## src/rtl/mem_arbiter.sv

```systemverilog
// Merges the icache and dcache memory channels onto one external memory port.
// One transaction owns the port until it completes; simultaneous requests alternate.
module mem_arbiter #(
  parameter int unsigned ADDR_BITS  = 28,
  parameter int unsigned DATA_BITS  = 128,
  parameter int unsigned DATA_BEATS = 4
) (
  input  logic                   clk,
  input  logic                   reset_n,
  // icache
  input  logic                   ic_req_valid,
  output logic                   ic_req_ready,
  input  logic [ADDR_BITS-1:0]   ic_req_addr,
  input  logic                   ic_req_rw,
  input  logic                   ic_data_valid,
  output logic                   ic_data_ready,
  input  logic [DATA_BITS-1:0]   ic_data_bits,
  input  logic [DATA_BITS/8-1:0] ic_data_mask,
  output logic                   ic_resp_valid,
  output logic [DATA_BITS-1:0]   ic_resp_data,
  // dcache
  input  logic                   dc_req_valid,
  output logic                   dc_req_ready,
  input  logic [ADDR_BITS-1:0]   dc_req_addr,
  input  logic                   dc_req_rw,
  input  logic                   dc_data_valid,
  output logic                   dc_data_ready,
  input  logic [DATA_BITS-1:0]   dc_data_bits,
  input  logic [DATA_BITS/8-1:0] dc_data_mask,
  output logic                   dc_resp_valid,
  output logic [DATA_BITS-1:0]   dc_resp_data,
  // memory
  output logic                   mem_req_valid,
  input  logic                   mem_req_ready,
  output logic [ADDR_BITS-1:0]   mem_req_addr,
  output logic                   mem_req_rw,
  output logic                   mem_req_data_valid,
  input  logic                   mem_req_data_ready,
  output logic [DATA_BITS-1:0]   mem_req_data_bits,
  output logic [DATA_BITS/8-1:0] mem_req_data_mask,
  input  logic                   mem_resp_valid,
  input  logic [DATA_BITS-1:0]   mem_resp_data,
  output logic                   stray_resp
);

  localparam int unsigned CntBits = (DATA_BEATS > 1) ? $clog2(DATA_BEATS) : 1;

  typedef enum logic [1:0] {StIdle, StReq, StWdata, StResp} state_e;

  state_e               state_q;
  logic                 owner_q;       // 0 = icache, 1 = dcache
  logic                 last_grant_q;
  logic [CntBits-1:0]   beat_cnt_q;
  logic                 stray_q;

  logic                   grant;
  logic                   own_req_valid;
  logic                   own_req_rw;
  logic [ADDR_BITS-1:0]   own_req_addr;
  logic                   own_data_valid;
  logic [DATA_BITS-1:0]   own_data_bits;
  logic [DATA_BITS/8-1:0] own_data_mask;
  logic                   last_beat;

  always_comb begin
    own_req_valid  = owner_q ? dc_req_valid  : ic_req_valid;
    own_req_rw     = owner_q ? dc_req_rw     : ic_req_rw;
    own_req_addr   = owner_q ? dc_req_addr   : ic_req_addr;
    own_data_valid = owner_q ? dc_data_valid : ic_data_valid;
    own_data_bits  = owner_q ? dc_data_bits  : ic_data_bits;
    own_data_mask  = owner_q ? dc_data_mask  : ic_data_mask;
    // On a tie the cache that did not win last time gets the port.
    grant          = (ic_req_valid && dc_req_valid) ? ~last_grant_q : dc_req_valid;
    last_beat      = (beat_cnt_q == CntBits'(DATA_BEATS - 1));
  end

  always_comb begin
    mem_req_valid      = (state_q == StReq) && own_req_valid;
    mem_req_addr       = own_req_addr;
    mem_req_rw         = own_req_rw;
    ic_req_ready       = (state_q == StReq) && !owner_q && mem_req_ready;
    dc_req_ready       = (state_q == StReq) &&  owner_q && mem_req_ready;

    mem_req_data_valid = (state_q == StWdata) && own_data_valid;
    mem_req_data_bits  = own_data_bits;
    mem_req_data_mask  = own_data_mask;
    ic_data_ready      = (state_q == StWdata) && !owner_q && mem_req_data_ready;
    dc_data_ready      = (state_q == StWdata) &&  owner_q && mem_req_data_ready;

    ic_resp_valid      = (state_q == StResp) && !owner_q && mem_resp_valid;
    dc_resp_valid      = (state_q == StResp) &&  owner_q && mem_resp_valid;
    ic_resp_data       = mem_resp_data;
    dc_resp_data       = mem_resp_data;

    stray_resp         = stray_q;
  end

  always_ff @(posedge clk or negedge reset_n) begin
    if (!reset_n) begin
      state_q      <= StIdle;
      owner_q      <= 1'b0;
      last_grant_q <= 1'b0;
      beat_cnt_q   <= '0;
      stray_q      <= 1'b0;
    end else begin
      if (mem_resp_valid && (state_q != StResp)) begin
        stray_q <= 1'b1;
      end
      unique case (state_q)
        StIdle: begin
          if (ic_req_valid || dc_req_valid) begin
            owner_q      <= grant;
            last_grant_q <= grant;
            state_q      <= StReq;
          end
        end
        StReq: begin
          // A withdrawn request releases the port without touching memory.
          if (!own_req_valid) begin
            state_q <= StIdle;
          end else if (mem_req_ready) begin
            if (own_req_rw) begin
              state_q <= StWdata;
            end else begin
              state_q    <= StResp;
              beat_cnt_q <= '0;
            end
          end
        end
        StWdata: begin
          if (own_data_valid && mem_req_data_ready) begin
            state_q <= StIdle;
          end
        end
        StResp: begin
          if (mem_resp_valid) begin
            if (last_beat) begin
              beat_cnt_q <= '0;
              state_q    <= StIdle;
            end else begin
              beat_cnt_q <= beat_cnt_q + CntBits'(1);
            end
          end
        end
        default: state_q <= StIdle;
      endcase
    end
  end

endmodule
```

## config.mk

```make
export PLATFORM = sky130hd
export DESIGN_NAME = mem_arbiter
export DESIGN_NICKNAME = d
export VERILOG_FILES = /design/src/rtl/mem_arbiter.sv
export SDC_FILE = /design/constraint.sdc
export NUM_CORES = 1
export LEC_CHECK = 0
export CORE_AREA = 5 5 358 360
export DETAILED_ROUTE_END_ITERATION = 16
export DIE_AREA = 0 0 363 365
export PLACE_DENSITY_LB_ADDON = 0.15
export SLEW_MARGIN = 10
export SYNTH_ARGS = -nofsm -noshare
export SYNTH_HDL_FRONTEND = slang
export SYNTH_SLANG_ARGS = --single-unit
```

## constraint.sdc

```tcl
create_clock -name clk -period 4.2 [get_ports clk]
set_clock_uncertainty 0.05 [all_clocks]
set_input_delay 0.84 -clock clk [delete_from_list [all_inputs] [get_ports clk]]
set_output_delay 0.84 -clock clk [all_outputs]
set_load 0.02 [all_outputs]
```

== Word-level counts from Yosys, hierarchy flattened ==
Index checks and enable logic that the tools add are counted.

* Add/subtract/negate cells: 1
* Bitwise operators: 1
* Equal/unequal tests: 13
* Multiplexer cells: 21
* Reduce and logical (&&, ||, !) cells: 24

{| class="wikitable"
|+ Operators with widths
! kind !! number
|-
| 2-to-1 mux 128 bit || 1
|-
| 2-to-1 mux 28 bit || 1
|-
| 2-to-1 mux 2 bit || 11
|-
| logical AND 1 bit || 17
|-
| 2-to-1 mux 16 bit || 1
|-
| inequality test 2 bit, second input constant || 7
|-
| AND reduction 5 bit || 2
|-
| case mux 2 bit (4 select lines) || 1
|-
| == test 2 bit, second input constant || 3
|-
| 2-to-1 mux 1 bit || 5
|-
| case mux 2 bit (2 select lines) || 1
|-
| inequality test 3 bit, second input constant || 1
|-
| adder 2 x 1 -> 2 bit, second input constant || 1
|-
| == test 2 x 1 -> 1 bit, second input constant || 1
|-
| logical NOT 2 bit || 1
|-
| inequality test 2 x 1 -> 1 bit, second input constant || 1
|-
| AND reduction 2 bit || 1
|-
| nonzero test 2 bit || 1
|-
| logical NOT 1 bit || 1
|-
| logical OR 1 bit || 1
|-
| NOT 1 bit || 1
|}

* Register bits after elaboration: 6
* Output and inout port bits: 438

== Longest topological paths before layout ==
* Depth in word-level cells: 5
* Depth in mapped cells: 5
* Depth with buffers taken out: 4

== Worst setup path before layout ==
OpenSTA, ideal clock, no wires.

* Kind: input -> output
* Start: input port dc_data_valid
* End: output port mem_req_data_valid
* Data required time: 3.310 ns
* Arrival: 1.429 ns
* Cell stages on the path: 2
* Path slack: 1.881 ns
* Path through: mux2i_1 nor3b_1

* Word-level cells in the longest chain between the ends: 2

{| class="wikitable"
|+ RTL lines
! element !! RTL line !! source
|-
| start, declared || 26 || <nowiki>input logic dc_data_valid,</nowiki>
|-
| 2-to-1 mux 1 bit || 69 || <nowiki>own_data_valid = owner_q ? dc_data_valid : ic_data_valid;</nowiki>
|-
| logical AND 1 bit || 84 || <nowiki>mem_req_data_valid = (state_q == StWdata) && own_data_valid;</nowiki>
|-
| end, declared || 37 || <nowiki>output logic mem_req_data_valid,</nowiki>
|}

Every way passes these cells.

== Final worst setup path ==
* Start: input port mem_req_data_ready
* End: output port dc_data_ready

* Word-level cells in the longest chain between the ends: 1

{| class="wikitable"
|+ RTL lines
! element !! RTL line !! source
|-
| start, declared || 38 || <nowiki>input logic mem_req_data_ready,</nowiki>
|-
| logical AND 1 bit || 88 || <nowiki>dc_data_ready = (state_q == StWdata) && owner_q && mem_req_data_ready;</nowiki>
|-
| end, declared || 27 || <nowiki>output logic dc_data_ready,</nowiki>
|}

Every way passes these cells.

==> results.sh <==
export IMPL_outcome="finished, final reports clean"
export IMPL_first_global_vias=5181
export IMPL_slew_headroom=0.692
export IMPL_synth_seq_cells=6
export IMPL_h_tree_depth=1
export IMPL_cts_tree="done"
export IMPL_crit_fanout=3
export IMPL_tns_ps=0
export IMPL_cts_resized=0
export IMPL_total_power_uw=4070
export IMPL_antenna_found_initial=2
export IMPL_hold_buffers=0
export IMPL_holdCritStartpoint="stray_resp"
export IMPL_synth_top_area_share=0.443
export IMPL_die_width_um=363
export IMPL_num_vias=4534
export IMPL_drive_above_1_share=0.260
export IMPL_timing_final_ws_setup_ps=658
export IMPL_rrSetupSlack_ps=2260
export IMPL_syn_area_per_cell_um2=8.80
export IMPL_max_cap_viol_count=0
export IMPL_r2r_cells=5
export IMPL_cp_required_ps=3310
export IMPL_syn_inst=500
export IMPL_r2r_end="beat_cnt_q[1]"
export IMPL_clock_latency_ps=230
export IMPL_cts_setup_buffers=0
export IMPL_ant_nets=0
export IMPL_dieArea_mm2=0.132
export IMPL_syn2layout_area_growth_pct=126
export IMPL_globalRouteTotalUtil=0.0566
export IMPL_die_h_um=365
export IMPL_grt_setup_unrepaired="no"
export IMPL_final_max_slew_viol_count=0
export IMPL_drt_initial_drc_count=77
export IMPL_synth_largest_area_cell="mux2_2"
export IMPL_crit_path_end_kind="output port"
export IMPL_row_count=130
export IMPL_max_freq_mhz=282
export IMPL_routabilityCongestion=0.740
export IMPL_post_route_period_util=0.843
export IMPL_core_area_mm2=0.125
export IMPL_leakagePower_uw=0.00308
export IMPL_start_kind="input port"
export IMPL_synth_edf_count=0
export IMPL_crit_type="input port to output port"
export IMPL_yosysSeqAreaShare=0.0341
export IMPL_ioPinCount=921
export IMPL_ys_warn_count=0
export IMPL_irDropWorstVdd_mv=0.168
export IMPL_regToRegStartpoint="last_grant_q"
export IMPL_netlist_area_mm2=0.00440
export IMPL_crit_arrival_ps=2650
export IMPL_drc=0
export IMPL_min_path_cells=1
export IMPL_synthArstFlopShare=1.00
export IMPL_cts_inserted_buffers=3
export IMPL_routed_wl_mm=41.1
export IMPL_n_fill_cell=14500
export IMPL_cts_sinks=6
export IMPL_dp_hpwl_mm=38.2
export IMPL_yosysMostFrequentCell="buf_4"
export IMPL_grt_ovfl_total=0
export IMPL_p_per_area_mw_per_mm2=409
export IMPL_utilization=0.0798
export IMPL_ys_types=26
export IMPL_root_buffer="clkbuf_16"
export IMPL_finalSetupViolCount=0
export IMPL_synthFlopType="dfrtp_1"
export IMPL_synth_area_top_cells="mux2_2 44%, buf_4 44%, dfrtp_1 3.4%, buf_2 2.5%, nor2b_1 0.57%"
export IMPL_viasPerCell=1.87
export IMPL_tightest_slew_ps=460
export IMPL_dp_slack_ps=608
export IMPL_path_clk_slew_ps=30
export IMPL_avgRoutedWirePerCell_um=17.0
export IMPL_grt_max_degree=31
export IMPL_hold_end="stray_resp"
export IMPL_start_util=0.0353
export IMPL_grt_first_pass_wirelength_mm=50.2
export IMPL_first_pass_iters=4
export IMPL_portBuffers=536
export IMPL_synth_fp_nets=984
export IMPL_hp_class="register to register"
export IMPL_fin_crit_ps=3540
export IMPL_hold_violations=0
export IMPL_whs_ps=433
export IMPL_synth_common_cells="256 x buf_4, 173 x mux2_2, 22 x buf_2, 6 x dfrtp_1, 6 x nor2_1"
export IMPL_cts_buffer_depth=2
export IMPL_nNetsFinal=1257
critical path: stages:
cell and delay (ps):
clkdlybuf4s50_1 630, nor2b_1 340, and3_1 220, clkdlybuf4s50_1 620
final cells by class:
cell class	instances	area [µm²]	area share
diodes	2	5.00	0.000503
well taps	1650	2060	0.207
flip-flops and latches	6	154	0.0155
inverters	3	11.3	0.00113
multi-input cells	213	2210	0.222
repair buffers	546	5430	0.546
clock buffers	4	78.8	0.00792
state kept, by name, indices dropped and copies added, names as in the netlist:
name	flops
stray_resp	1
last_grant_q	1
state_q	2
beat_cnt_q	2
metal layers:
| metal | vias to the layer above | global-route usage | routed length [µm] |
|---|---|---|---|
| met5 | - | 0 | 0 |
| met4 | 0 | 0.00557 | 290 |
| met3 | 14 | 0.0455 | 7650 |
| met2 | 561 | 0.0886 | 17700 |
| met1 | 1978 | 0.0621 | 15500 |
| li1 | 1981 | - | - |
stage by stage:
stage / area (µm²) / std cells
after floorplan: 4400 / 500
after global placement: 9870 / 2418
after detailed placement: 9870 / 2418
after CTS: 9950 / 2422
after global routing: 9950 / 2422
final: 9950 / 2424
cell usage in the layout (no fill, tap or decap), types with 2 or more instances in the layout:
master and n:
a21oi_1 3, and3_1 2, buf_12 2, buf_4 21
clkbuf_16 3, clkdlybuf4s50_1 523, dfrtp_1 5, diode_2 2
inv_1 3, mux2_2 173, mux2i_1 2, nand2_1 4
nand2b_1 2, nand3_1 3, nor2_1 6, nor2b_1 4
nor3b_1 2
where the power goes:
group / internal (µW) / leakage [µW] / switching (µW)
Sequential: 83.2 / 0.0000664 / 90.2
Combinational: 1870 / 0.00297 / 1860
Clock: 126 / 0.0000382 / 32.7
Total: 2080 / 0.00308 / 1990
kinds of logic (layout without fill, tap and decap cells):
group,after synthesis,after routing,share of synthesized area
buffers and inverters,281,553,0.464
muxes,176,176,0.450
and+or+nand+nor,24,24,0.0287
AOI/OAI and AO/OA,12,12,0.0205
DFF,6,6,0.0341
adders and majority gates,1,1,0.00284
other,0,2,0
worst max path at each step:
stage | depth (start not counted) | slack, ps | from | endpoint
floorplan | 2 | 1880 | dc_data_valid | mem_req_data_valid
finish | 4 | 660 | mem_req_data_ready | dc_data_ready
global route | 4 | 550 | mem_req_data_ready | dc_data_ready
detailed placement | 4 | 610 | mem_req_data_ready | dc_data_ready
global placement | 4 | 560 | mem_req_data_ready | dc_data_ready
CTS | 4 | 590 | mem_req_data_ready | dc_data_ready
(Power assumes the default switching activity.)
